`src/rtl/mul_add_pkg.sv`:
```
// Shared types and constants for the multiply-add (Q*D+R) block.
package mul_add_pkg;

  // Default operand width.
  localparam int MUL_ADD_WIDTH = 8;

  // One shift-add iteration per multiplier bit.
  function automatic int iter_count(input int width);
    return width;
  endfunction

  // Iteration count for the default width.
  localparam int MUL_ADD_ITERS = iter_count(MUL_ADD_WIDTH);

  // FSM state encoding kept as plain constants for legacy compatibility.
  typedef logic [1:0] state_t;
  localparam state_t IDLE = 2'd0;
  localparam state_t CALC = 2'd1;
  localparam state_t DONE = 2'd2;

endpackage

```
`src/rtl/mul_add_cir_if.sv`:
```
// Request/result bundle for mul_add_cir: operands and start in, result and status out.
interface mul_add_cir_if
  import mul_add_pkg::*;
#(
  parameter int WIDTH = MUL_ADD_WIDTH
);

  logic               ready;
  logic [WIDTH-1:0]   Quotient;
  logic [WIDTH-1:0]   Divisor;
  logic [WIDTH-1:0]   Reminder;
  logic [2*WIDTH-1:0] Dividend;
  logic               busy;
  logic               done;
  logic               rem_err;

  // Requester side: issues operands and start, observes result.
  modport master (
    output ready, Quotient, Divisor, Reminder,
    input  Dividend, busy, done, rem_err
  );

  // Calculator side.
  modport slave (
    input  ready, Quotient, Divisor, Reminder,
    output Dividend, busy, done, rem_err
  );

endinterface

```
`src/rtl/mul_add_cir.sv`:
```
// Sequential shift-add multiply-accumulate: Dividend = Quotient*Divisor + Reminder.
// Fixed latency of WIDTH iterations; rem_err flags Reminder >= Divisor at capture.
module mul_add_cir
  import mul_add_pkg::*;
#(
  parameter int WIDTH = MUL_ADD_WIDTH
) (
  input logic          clk,
  input logic          rst_n,
  mul_add_cir_if.slave bus
);

  localparam int             ITERS = iter_count(WIDTH);
  localparam int             CW    = $clog2(WIDTH + 1);
  localparam logic [CW-1:0]  LAST  = CW'(ITERS - 1);

  state_t             state;
  logic [2*WIDTH-1:0] acc;
  logic [2*WIDTH-1:0] mcand;
  logic [WIDTH-1:0]   mplier;
  logic [CW-1:0]      cnt;
  logic               rem_ge;

  logic [2*WIDTH-1:0] dividend_q;
  logic               busy_q;
  logic               done_q;
  logic               rem_err_q;

  logic [2*WIDTH-1:0] sum;
  logic               last_iter;

  // Next accumulator value for the current iteration and last-iteration detect.
  always_comb begin
    sum       = acc + (mplier[0] ? mcand : '0);
    last_iter = (cnt == LAST);
  end

  // Control FSM and status outputs.
  always_ff @(posedge clk or negedge rst_n) begin
    if (!rst_n) begin
      state      <= IDLE;
      busy_q     <= 1'b0;
      done_q     <= 1'b0;
      rem_err_q  <= 1'b0;
      dividend_q <= '0;
    end else begin
      case (state)
        IDLE: begin
          if (bus.ready) begin
            busy_q <= 1'b1;
            state  <= CALC;
          end
        end
        CALC: begin
          if (last_iter) begin
            dividend_q <= sum;
            done_q     <= 1'b1;
            rem_err_q  <= rem_ge;
            state      <= DONE;
          end
        end
        DONE: begin
          done_q <= 1'b0;
          busy_q <= 1'b0;
          state  <= IDLE;
        end
        default: begin
          done_q <= 1'b0;
          busy_q <= 1'b0;
          state  <= IDLE;
        end
      endcase
    end
  end

  // Operand capture and shift-add datapath.
  always_ff @(posedge clk or negedge rst_n) begin
    if (!rst_n) begin
      acc    <= '0;
      mcand  <= '0;
      mplier <= '0;
      cnt    <= '0;
      rem_ge <= 1'b0;
    end else begin
      case (state)
        IDLE: begin
          if (bus.ready) begin
            acc    <= {{WIDTH{1'b0}}, bus.Reminder};
            mcand  <= {{WIDTH{1'b0}}, bus.Divisor};
            mplier <= bus.Quotient;
            cnt    <= '0;
            rem_ge <= (bus.Reminder >= bus.Divisor);
          end
        end
        CALC: begin
          acc    <= sum;
          mcand  <= mcand << 1;
          mplier <= mplier >> 1;
          cnt    <= cnt + 1'b1;
        end
        default: ;
      endcase
    end
  end

  // Drive the result bundle from registered state.
  always_comb begin
    bus.Dividend = dividend_q;
    bus.busy     = busy_q;
    bus.done     = done_q;
    bus.rem_err  = rem_err_q;
  end

endmodule
```
`src/flat_wrapper.sv`:
```
// flat-port wrapper written by rule: the top's interface ports become plain ports
module mul_add_cir_flat import mul_add_pkg::*;
#(
  parameter int WIDTH = MUL_ADD_WIDTH
)
  (clk, rst_n, bus_ready, bus_Quotient, bus_Divisor, bus_Reminder, bus_Dividend, bus_busy, bus_done, bus_rem_err);
  mul_add_cir_if #(.WIDTH(WIDTH)) bus_i ();
  input logic clk;
  input logic rst_n;
  input wire logic [$bits(bus_i.ready)-1:0] bus_ready;
  input wire logic [$bits(bus_i.Quotient)-1:0] bus_Quotient;
  input wire logic [$bits(bus_i.Divisor)-1:0] bus_Divisor;
  input wire logic [$bits(bus_i.Reminder)-1:0] bus_Reminder;
  output wire logic [$bits(bus_i.Dividend)-1:0] bus_Dividend;
  output wire logic [$bits(bus_i.busy)-1:0] bus_busy;
  output wire logic [$bits(bus_i.done)-1:0] bus_done;
  output wire logic [$bits(bus_i.rem_err)-1:0] bus_rem_err;
  assign bus_i.ready = bus_ready;
  assign bus_i.Quotient = bus_Quotient;
  assign bus_i.Divisor = bus_Divisor;
  assign bus_i.Reminder = bus_Reminder;
  assign bus_Dividend = bus_i.Dividend;
  assign bus_busy = bus_i.busy;
  assign bus_done = bus_i.done;
  assign bus_rem_err = bus_i.rem_err;
  mul_add_cir #(.WIDTH(WIDTH)) u_core (.clk(clk), .rst_n(rst_n), .bus(bus_i));
endmodule
```
`config.mk`:
```
export PLATFORM = sky130hd
export DESIGN_NAME = mul_add_cir_flat
export DESIGN_NICKNAME = d
export VERILOG_FILES = /design/src/rtl/mul_add_pkg.sv /design/src/rtl/mul_add_cir_if.sv /design/src/rtl/mul_add_cir.sv /design/src/flat_wrapper.sv
export SDC_FILE = /design/constraint.sdc
export NUM_CORES = 1
export LEC_CHECK = 0
export ABC_CLOCK_PERIOD_IN_PS = 3300
export CAP_MARGIN = 25
export CORE_UTILIZATION = 45
export DETAILED_ROUTE_END_ITERATION = 10
export GPL_ROUTABILITY_DRIVEN = 0
export PLACE_DENSITY = 0.67
export SLEW_MARGIN = 10
export SYNTH_ARGS = -nofsm -noshare
export SYNTH_HDL_FRONTEND = slang
export SYNTH_SLANG_ARGS = --single-unit
```
`constraint.sdc`:
```
create_clock -name clk -period 3.3 [get_ports clk]
set_input_delay 0.495 -clock clk [delete_from_list [all_inputs] [get_ports clk]]
set_output_delay 0.495 -clock clk [all_outputs]
set_load 0.02 [all_outputs]
```
==> out/metrics.cfg, run 1 <==
[run_status]
outcome=complete, no violations

[cts]
cts_tree=yes
clk_pin_slew_ns=0.07
cts.sinks=66
clockRootBuffer=clkbuf_8
numCtsBuffers=9
ctsHtreeMaxLevel=3
clk_latency_ns=0.34
cts_setup_buffers=0
cts.repair.resized=0
cts.path.max_buffers=2

[timing]
finalClockSkew_ns=0.0102
drv_slew=0
max_slew_margin=0.490
worst_slack_ns=0.534
fin_crit_ns=2.77
fin_tns_setup_ns=0
rsz0062_at_grt=no
hold_violations=0
fin_crit_sh=0.838
worst_pin_slew_ns=0.765
fmax_mhz=361
setup_viol=0

[worst_setup_path]
cp_slowest_cell=dfrtp_1
cp_num_buf_inv=0
criticalPathCategory=flop to flop
worstReg2RegStart=u_core.mplier[0]
arrival_ns=2.96
startpoint_type=flop
worstPathRequired_ns=3.50
worstSetupEndpointType=flop
max_stage_delay_ns=0.53
crit_chain=and2_1, ha_1, fa_1, a21o_1, a221o_2, a41oi_4, o21ai_2, xnor2_1, o21ai_0
crit_family=compound AO/OA/AOI/OAI gates
startpoint=u_core.mplier[0]
cp_max_fo=17

[finish]
layout-drive-gt1-share=0.0775
nets=475
area_growth_syn_to_layout_pct=22.3
antenna_cells=0

[routing]
drt-vias-per-instance=5.29
drt-pass1-iter-count=4
routed_wl_um=7470
drc=0
drt-wirelength-per-cell_um=14.2
drtIter0Drc=137
dr_total_vias=2775
ant_nets=0

[placement]
io_buffers=45
post-place-ws_ns=0.525
place_hpwl_um=5420

[grt]
grt_pass1_vias=2631
grtUsageMet3=0.0262
antenna_found_initial=0
grt_util_met2=0.288
grt_pass1_wl_um=12900
track_usage=0.201
grt_overflow=0
grt_max_degree=45
top_usage_layer=met1
grtUsageMet1=0.305

[logic_synthesis]
ys_warn_count=0
syn_avg_cell_area_um2=9.25
syn-cell-area_mm2=0.00348
yosysSeqAreaShare=0.475
ys_types=36
synth-seq-cells=66
synthCells=376
postSynthNetCount=428

[worst_hold_path]
hp-start=u_core.bus.Dividend[7]
hold_path_class=flop to flop

[power_and_ir_drop]
switching_share=0.424
power_frac_seq=0.318
power_frac_comb=0.539
power_switching_w=0.00197
power_per_cell_area_mw_per_mm2=1090
leakagePower_nw=1.94
clkPwrFrac=0.142
ir_drop_uv=506
p_int_w=0.00268

[run]
maxCapViolCount=0

[die]
die_area_mm2=0.00808
die_x_um=89.9
start_util=0.472
core_area_mm2=0.00737
die_h_um=89.9
io_pins=46
rows=31

==> worst min-delay path: stages (launching register included) <==
cell     delay (ns)
dfrtp_1        0.34
nand2_1        0.04
o21ai_0        0.06
==> layer usage <==
| layer | routed length [um] | up-vias |
|---|---|---|
| met5 | 0 | - |
| met3 | 264 | 12 |
| met2 | 3230 | 54 |
| li1 | - | 1396 |
| met1 | 3840 | 1313 |
| met4 | 140 | 0 |
==> flip-flops by register name, indices dropped and copies added (netlist names) <==
register             cells
u_core.acc              16
u_core.bus.Dividend     16
u_core.mcand            16
u_core.mplier            8
u_core.cnt               4
u_core.state             2
u_core.bus.busy          1
u_core.bus.done          1
u_core.bus.rem_err       1
u_core.rem_ge            1
==> metrics by stage <==
step	power, W	util	hold slack, ns	cells	area, um^2
2_1_floorplan	0.00325	-	0.199	376	3480
3_3_place_gp	0.00394	0.547	0.458	509	4030
3_5_place_dp	0.00401	0.547	0.465	509	4030
4_1_cts	0.00469	0.573	0.338	523	4220
5_1_grt	0.00507	0.577	0.514	525	4250
6_report	0.00465	0.577	0.476	525	4250
==> worst paths after layout <==
kind	endpoint	slack, ns	cells past startpoint
setup / recovery	u_core.acc[14]	0.53	9
hold / removal	u_core.bus.Dividend[7]	0.48	2
setup reg to reg	u_core.acc[14]	0.53	9
hold reg to reg	u_core.bus.Dividend[7]	0.48	2
max in group asynchronous	u_core.bus.Dividend[7]	2.22	3
min in group asynchronous	u_core.cnt[1]	0.53	2
==> area by class of cell <==
| type | count | area, um^2 |
|---|---|---|
| fill | 665 | 3120 |
| clock inverter | 3 | 40.0 |
| tap | 99 | 124 |
| inverter | 12 | 45.0 |
| clock buffer | 11 | 151 |
| multi-input combinational | 280 | 1710 |
| sequential | 66 | 1650 |
| timing repair buffer | 54 | 528 |
==> power groups by stage <==
| stage | logic [W] | registers, W | clock network [W] |
|---|---|---|---|
| final | 0.00251 | 0.00148 | 0.000662 |
| after global routing | 0.00281 | 0.00154 | 0.000712 |
| after CTS | 0.00253 | 0.00148 | 0.000681 |
| after detailed placement | 0.00251 | 0.00149 | 0 |
| after global placement | 0.00246 | 0.00148 | 0 |
| after floorplan | 0.00170 | 0.00155 | 0 |
==> cells in the mapped netlist (all sizes together) <==
cell     number  area, um^2
a21oi        13        65.1
inv          12        45.0
xnor2         8        70.1
nand4         3        18.8
o211ai        1        7.51
o21bai        2        18.8
a211oi        3        22.5
fa            1        20.0
a31oi         1        6.26
xor2          7        61.3
nand2b        4        25.0
nand3         7        35.0
a21boi        1        11.3
o31ai         3        27.5
o21ai        47         243
o2111ai       1        8.76
a21o          4        30.0
a22o          2        17.5
nor2b         2        12.5
ha           24         300
and3          1        7.51
dfrtp        66        1650
a22oi         4        30.0
and2         18         113
o22a          1        8.76
nor2         41         154
mux2          2        22.5
a221o         2        21.3
nand2        59         221
o22ai        17         106
a41oi         1        27.5
clkbuf       18        67.6
==> placed cells by master, fill, tap and decap left out, drive strengths merged, types with 2 or more instances in the layout <==
master | synthesis | routed
dfrtp | 66 | 66
nand2 | 59 | 59
o21ai | 47 | 47
clkdlybuf4s50 | 0 | 44
nor2 | 41 | 41
ha | 24 | 24
and2 | 18 | 18
o22ai | 17 | 17
a21oi | 13 | 13
inv | 12 | 12
clkbuf | 18 | 11
buf | 0 | 9
xnor2 | 8 | 8
xor2 | 7 | 7
nand3 | 7 | 7
a21o | 4 | 4
nand2b | 4 | 4
a22oi | 4 | 4
a211oi | 3 | 3
nand4 | 3 | 3
o31ai | 3 | 3
nor2b | 2 | 2
mux2 | 2 | 2
a22o | 2 | 2
clkinv | 0 | 2
a221o | 2 | 2
o21bai | 2 | 2
==> repair_timing <==
item | in CTS | in global routing
setup endpoints to repair | 0 | 0
hold buffers | 0 | 1
hold endpoints to repair | 0 | 5
==> cell families after synthesis <==
group,count (synthesis),synth area share
AO/OA/AOI/OAI,103,0.187
adder cells (fa/ha/maj),25,0.0921
buffers and inverters,30,0.0324
AND/OR/NAND/NOR,135,0.169
flip-flops,66,0.475
multiplexers,2,0.00648
XOR/XNOR,15,0.0378
(Power assumes the default switching activity.)
==> run 2: changes to the inputs <==
--- a/config.mk
+++ b/config.mk
@@ -5,12 +5,12 @@
 export SDC_FILE = /design/constraint.sdc
 export NUM_CORES = 1
 export LEC_CHECK = 0
-export ABC_CLOCK_PERIOD_IN_PS = 3300
+export ABC_CLOCK_PERIOD_IN_PS = 2400
 export CAP_MARGIN = 25
 export CORE_UTILIZATION = 45
 export DETAILED_ROUTE_END_ITERATION = 10
 export GPL_ROUTABILITY_DRIVEN = 0
-export PLACE_DENSITY = 0.67
+export PLACE_DENSITY = 0.7
 export SLEW_MARGIN = 10
 export SYNTH_ARGS = -nofsm -noshare
 export SYNTH_HDL_FRONTEND = slang
==> constraint.sdc (replaced) <==
create_clock -name clk -period 2.4 [get_ports clk]
set_input_delay 0.36 -clock clk [delete_from_list [all_inputs] [get_ports clk]]
set_output_delay 0.36 -clock clk [all_outputs]
set_load 0.02 [all_outputs]
==> run 2 against run 1 <==
Clock skew is 0.0021 ns lower. Register-to-register slack got worse by 0.53 ns. Clock power grew 24%. Die area did not move. First-iteration DRC count grew 58%. Sequential share of layout area fell by 1.3 points. Worst hold slack got worse by 0.42 ns. Non-clock buffer count up 8. Combinational power is 57% higher. Critical path type unchanged. Critical endpoint unchanged. Largest cell class unchanged.
==> out/metrics.cfg, run 2 (same netlist as run 1, synthesis figures left out) <==
[worst_setup_path]
reg2reg_to=u_core.acc[14]  ; unchanged
arrival_ns=2.59  ; was 2.96 ns
startpoint_type=flop  ; unchanged
worstPathRequired_ns=2.60  ; was 3.50 ns
r2r_setup_slack_ns=0.006  ; was 0.53 ns
worstSetupEndpointType=flop  ; unchanged
reg2regPathDepth=9  ; unchanged
worstReg2RegStart=u_core.mcand[0]  ; was u_core.mplier[0]
cp_max_fo=3  ; was 17
criticalPathCategory=flop to flop  ; unchanged

[cts]
clockRootBuffer=clkbuf_8  ; unchanged
cts_tree=yes  ; unchanged
hold_buffers=0  ; unchanged
numCtsBuffers=9  ; unchanged
cts.sinks=66  ; unchanged
clk_latency_ns=0.34  ; about the same
clk_pin_slew_ns=0.07  ; about the same
ctsHtreeMaxLevel=3  ; unchanged
cts.path.max_buffers=2  ; unchanged

[timing]
fin_crit_ns=2.39  ; was 2.77 ns
fin_tns_setup_ns=0  ; unchanged
rsz0062_at_grt=yes  ; was no
max_slew_margin=0.546  ; was 0.490
finalClockSkew_ns=0.00811  ; was 0.0102 ns
worst_pin_slew_ns=0.680  ; was 0.765 ns
whs_ns=0.0577  ; was 0.476 ns
hold_violations=0  ; unchanged
fmax_mhz=418  ; was 361 MHz
setup_viol=0  ; unchanged
fin_crit_sh=0.997  ; was 0.838
drv_slew=0  ; unchanged

[routing]
drt-pass1-iter-count=4  ; unchanged
drc=0  ; unchanged
drtIter0Drc=217  ; was 137
ant_nets=0  ; unchanged
drt-vias-per-instance=5.28  ; was 5.29
drt-wirelength-per-cell_um=14.8  ; was 14.2 um
routed_wl_um=7890  ; was 7470 um
dr_total_vias=2821  ; was 2775

[placement]
io_buffers=45  ; unchanged
place_hpwl_um=5550  ; was 5420 um
placed_cell_area_mm2=0.00410  ; was 0.00403 mm^2
place_inst=516  ; was 509

[finish]
final_cell_mix=dfrtp_1 (66), nand2_1 (59), clkdlybuf4s50_1 (44), o21ai_0 (42), nor2_1 (41)  ; was dfrtp_1 (66), nand2_1 (59), o21ai_0 (45), clkdlybuf4s50_1 (44), nor2_1 (41)
area_growth_syn_to_layout_pct=26.5  ; was 22.3%
antenna_cells=0  ; unchanged
layout_commonest_cell=dfrtp_1  ; unchanged
post_layout_nonfiller_instances=534  ; was 525
nets=483  ; was 475
finalInstanceArea_mm2=0.00440  ; was 0.00425 mm^2
layout-drive-gt1-share=0.131  ; was 0.0775

[die]
rows=31  ; unchanged
die_area_mm2=0.00808  ; unchanged
die_h_um=89.9  ; unchanged
io_pins=46  ; unchanged
core_area_mm2=0.00737  ; unchanged
die_x_um=89.9  ; unchanged
start_util=0.472  ; unchanged

[worst_hold_path]
hold_path_class=primary input to async pin  ; was flop to flop

[grt]
grt_max_degree=45  ; unchanged
grt_overflow=0  ; unchanged
track_usage=0.207  ; was 0.201
grt_pass1_vias=2678  ; was 2631
grt_pass1_wl_um=13200  ; was 12900 um
antenna_found_initial=0  ; unchanged

[run]
maxCapViolCount=0  ; unchanged

[run_status]
outcome=complete, no violations  ; unchanged

[power_and_ir_drop]
ir_drop_uv=572  ; was 506 uV
power_per_cell_area_mw_per_mm2=1550  ; was 1090 mW/mm^2
leakagePower_nw=1.97  ; was 1.94 nW
finalPower_w=0.00681  ; was 0.00465 W

run 2: cell types whose count changed in the layout (fill, tap and decap cells not counted), moves of 3 or more:
cell	before	now
o21ai_1	0	3
ha_4	0	6
buf_4	7	16
ha_1	24	16
and2_4	0	3
and2_1	18	15
o21ai_0	45	42
run 2: routing by layer:
metal  global-route usage  wire, um
met1                0.300      3880
met2                0.306      3510
met3               0.0355       406
met4               0.0887        95
met5                    0         0
run 2: through the flow:
stage,util,setup WS [ns]
floorplan,-,0.0517
detailed placement,0.556,-0.0434
global route,0.597,-0.0732
finish,0.597,0.00640
CTS,0.581,0.000731
global placement,0.556,0.0297
run 2: critical path: stages (launching register included):
cell and delay, ns:
dfrtp_1 0.38, and2_4 0.17, ha_4 0.16, fa_2 0.34
a21o_1 0.21, a221o_2 0.39, a41oi_4 0.23, o21ai_2 0.10
xnor2_1 0.19, o21ai_0 0.10
run 2: worst max path at each step:
stage / start / endpoint / slack, ns
after floorplan: u_core.mplier[0] / u_core.acc[14] / 0.05
after global placement: u_core.mcand[0] / u_core.acc[14] / 0.03
after detailed placement: u_core.mcand[0] / u_core.acc[12] / -0.04
after CTS: u_core.mcand[0] / u_core.acc[14] / 0.0007
after global routing: u_core.mplier[0] / u_core.acc[14] / -0.07
final: u_core.mcand[0] / u_core.acc[14] / 0.006
run 2: layout make-up:
| cell class | count | area (um^2) |
|---|---|---|
| Timing Repair Buffer | 62 | 586 |
| Clock inverter | 2 | 12.5 |
| Multi-Input combinational cell | 280 | 1820 |
| Tap cell | 99 | 124 |
| Fill cell | 650 | 2970 |
| Inverter | 12 | 45.0 |
| Sequential cell | 66 | 1650 |
| Clock buffer | 13 | 159 |
run 2: timing repair:
item,CTS,global route
setup buffers,0,3
resized for setup,3,18
pin swaps,1,6
setup endpoints to repair,5,14
run 2: report_power, final:
part	switching, W	internal (W)	leakage (nW)
sequential	0.000366	0.00167	0.800
combinational	0.00218	0.00177	1.08
clock	0.000398	0.000425	0.0855
==> run 3: changes to the inputs <==
--- a/config.mk
+++ b/config.mk
@@ -10,6 +10,7 @@
 export CORE_UTILIZATION = 45
 export DETAILED_ROUTE_END_ITERATION = 10
 export GPL_ROUTABILITY_DRIVEN = 0
+export GPL_TIMING_DRIVEN = 0
 export PLACE_DENSITY = 0.7
 export SLEW_MARGIN = 10
 export SYNTH_ARGS = -nofsm -noshare
==> run 3 against run 2 <==
The flow now finishes with violations (negative setup slack). Clock power shrank 8.1%. Non-clock buffer count grew 10. Clock skew shrank 0.0019 ns. Via count grew 1.1%. Clock-buffer cell count grew 2. Highest routed layer unchanged. Die area is the same. Critical path depth is the same.
==> out/metrics.cfg, run 3 (same netlist as run 1, synthesis figures left out) <==
[cts]
cts.sinks=66  ; unchanged
cts_tree=yes  ; unchanged
clockRootBuffer=clkbuf_8  ; unchanged
ctsHtreeMaxLevel=3  ; unchanged
clk_latency_ns=0.35  ; was 0.34 ns
cts.path.max_buffers=2  ; unchanged
clk_pin_slew_ns=0.07  ; about the same
numCtsBuffers=9  ; unchanged

[routing]
drt-wirelength-per-cell_um=14.8  ; about the same
ant_nets=0  ; unchanged
dr_total_vias=2851  ; was 2821
routed_wl_um=8060  ; was 7890 um
drc=0  ; unchanged
drt-pass1-iter-count=4  ; unchanged
drtIter0Drc=146  ; was 217
drt-vias-per-instance=5.24  ; was 5.28

[timing]
hold_violations=0  ; unchanged
max_slew_margin=0.621  ; was 0.546
setup_viol=4  ; was 0
fin_crit_ns=2.42  ; was 2.39 ns
worst_pin_slew_ns=0.568  ; was 0.680 ns
rsz0062_at_grt=yes  ; unchanged
finalClockSkew_ns=0.00623  ; was 0.00811 ns
fin_crit_sh=1.01  ; was 0.997
fmax_mhz=413  ; was 418 MHz
worst_slack_ns=-0.0208  ; was 0.00640 ns
drv_slew=0  ; unchanged

[grt]
antenna_found_initial=0  ; unchanged
grt_max_degree=59  ; was 45
track_usage=0.215  ; was 0.207
grt_overflow=0  ; unchanged
grt_pass1_wl_um=13600  ; was 13200 um
grt_pass1_vias=2846  ; was 2678

[power_and_ir_drop]
p_int_w=0.00384  ; was 0.00386 W
ir_drop_uv=598  ; was 572 uV
leakagePower_nw=1.96  ; was 1.97 nW
power_switching_w=0.00304  ; was 0.00295 W
power_frac_comb=0.594  ; was 0.580
power_frac_seq=0.296  ; was 0.299
switching_share=0.442  ; was 0.433
power_per_cell_area_mw_per_mm2=1550  ; about the same
clkPwrFrac=0.110  ; was 0.121

[finish]
fin_util=0.603  ; was 0.597
post_layout_nonfiller_instances=544  ; was 534
antenna_cells=0  ; unchanged
nFillCells=667  ; was 650
layout_commonest_cell=dfrtp_1  ; unchanged
final_cell_mix=dfrtp_1 (65), nand2_1 (58), clkdlybuf4s50_1 (44), nor2_1 (41), o21ai_0 (37)  ; was dfrtp_1 (66), nand2_1 (59), clkdlybuf4s50_1 (44), o21ai_0 (42), nor2_1 (41)
layout-drive-gt1-share=0.115  ; was 0.131
nets=493  ; was 483
area_growth_syn_to_layout_pct=27.8  ; was 26.5%

[placement]
place_inst=521  ; was 516
io_buffers=45  ; unchanged
place_hpwl_um=5940  ; was 5550 um

[worst_setup_path]
r2r_setup_slack_ns=-0.02  ; was 0.006 ns
criticalPathCategory=flop to flop  ; unchanged
startpoint=u_core.mplier[0]  ; was u_core.mcand[0]
cp_slowest_cell=dfrtp_2  ; was a221o_2
reg2reg_to=u_core.acc[12]  ; was u_core.acc[14]
arrival_ns=2.63  ; was 2.59 ns
cp_max_fo=5  ; was 3
reg2regPathDepth=9  ; unchanged
crit_chain=and2_4, ha_4, fa_2, a21o_1, a221o_2, a41oi_4, o21ai_2, xnor2_2, o21ai_1  ; was and2_4, ha_4, fa_2, a21o_1, a221o_2, a41oi_4, o21ai_2, xnor2_1, o21ai_0
worstSetupEndpointType=flop  ; unchanged
startpoint_type=flop  ; unchanged
max_stage_delay_ns=0.45  ; was 0.39 ns
worstReg2RegStart=u_core.mplier[0]  ; was u_core.mcand[0]
worstPathRequired_ns=2.61  ; was 2.60 ns

[run_status]
violations=negative setup slack
outcome=complete, but fails checks  ; was complete, no violations

[die]
start_util=0.472  ; unchanged
rows=31  ; unchanged
io_pins=46  ; unchanged
die_area_mm2=0.00808  ; unchanged
die_h_um=89.9  ; unchanged
die_x_um=89.9  ; unchanged
core_area_mm2=0.00737  ; unchanged

[run]
maxCapViolCount=0  ; unchanged

[worst_hold_path]
hold_path_class=primary input to async pin  ; unchanged

[run 3: cell count changes in the layout (fill, tap and decap cells not counted), moves of 2 or more]
cell      change
and2_4        -2
clkbuf_1     +20
o21ai_0       -5
xnor2_2       +3
o21ai_1       +5
buf_4         -6
clkbuf_8      -2
xnor2_1       -3
and2_1        +2
[run 3: worst max path at each step]
stage                         endpoint  slack (ns)
6_report                u_core.acc[12]       -0.02
5_1_grt        u_core.bus.Dividend[14]       -0.09
4_1_cts                 u_core.acc[14]       -0.12
3_5_place_dp            u_core.acc[12]       -0.28
3_3_place_gp   u_core.bus.Dividend[14]       -1.24
2_1_floorplan           u_core.acc[14]        0.05
[run 3: worst max-delay path: cells and delay by family, from the launching register on]
family,cells,cell delay (ns)
fa+ha+maj,2,0.50
simple gates,1,0.16
xor+xnor,1,0.19
flops,1,0.45
compound gates,5,1.00
[run 3: final cells by class]
class	instances	area (um^2)	area share
plain buffers	17	67.6	0.0152
clock buffers	15	146	0.0329
inverters	12	45.0	0.0101
multi-input cells	280	1860	0.419
flip-flops and latches	66	1650	0.372
well taps	99	124	0.0279
repair buffers	55	546	0.123
[run 3: what timing repair did]
action	CTS	global route
pin swaps	7	10
endpoints found under the hold margin	8	0
hold buffers	1	0
resized for setup	18	18
buffers inserted	4	4
endpoints found under the setup margin	20	16
[run 3: per-stage QoR]
step / setup slack [ns] / total power, W / setup TNS (ns) / hold WS (ns) / instance area, um^2
6_report: -0.0208 / 0.00688 / -0.0607 / 0.377 / 4440
4_1_cts: -0.119 / 0.00658 / -0.603 / 0.379 / 4330
3_3_place_gp: -1.24 / 0.00548 / -84.92 / 0.459 / 4050
3_5_place_dp: -0.284 / 0.00560 / -3.29 / 0.203 / 4080
2_1_floorplan: 0.0517 / 0.00447 / 0 / 0.0644 / 3480
5_1_grt: -0.0882 / 0.00747 / -0.531 / 0.405 / 4440
[run 3: layer usage]
| metal | vias up | GRT usage | part of all wire |
|---|---|---|---|
| met5 | - | 0 | 0 |
| met4 | 0 | 0.0927 | 0.019 |
| met3 | 9 | 0.0338 | 0.035 |
| met2 | 60 | 0.350 | 0.48 |
| met1 | 1351 | 0.286 | 0.47 |
| li1 | 1431 | - | - |
[run 3: power by group through the flow]
| stage | Sequential (W) | Clock [W] | Combinational (W) |
|---|---|---|---|
| 5_1_grt | 0.00211 | 0.000845 | 0.00452 |
| 3_3_place_gp | 0.00201 | 0 | 0.00347 |
| 2_1_floorplan | 0.00213 | 0 | 0.00234 |
| 6_report | 0.00203 | 0.000756 | 0.00409 |
| 3_5_place_dp | 0.00203 | 0 | 0.00357 |
| 4_1_cts | 0.00202 | 0.000778 | 0.00379 |
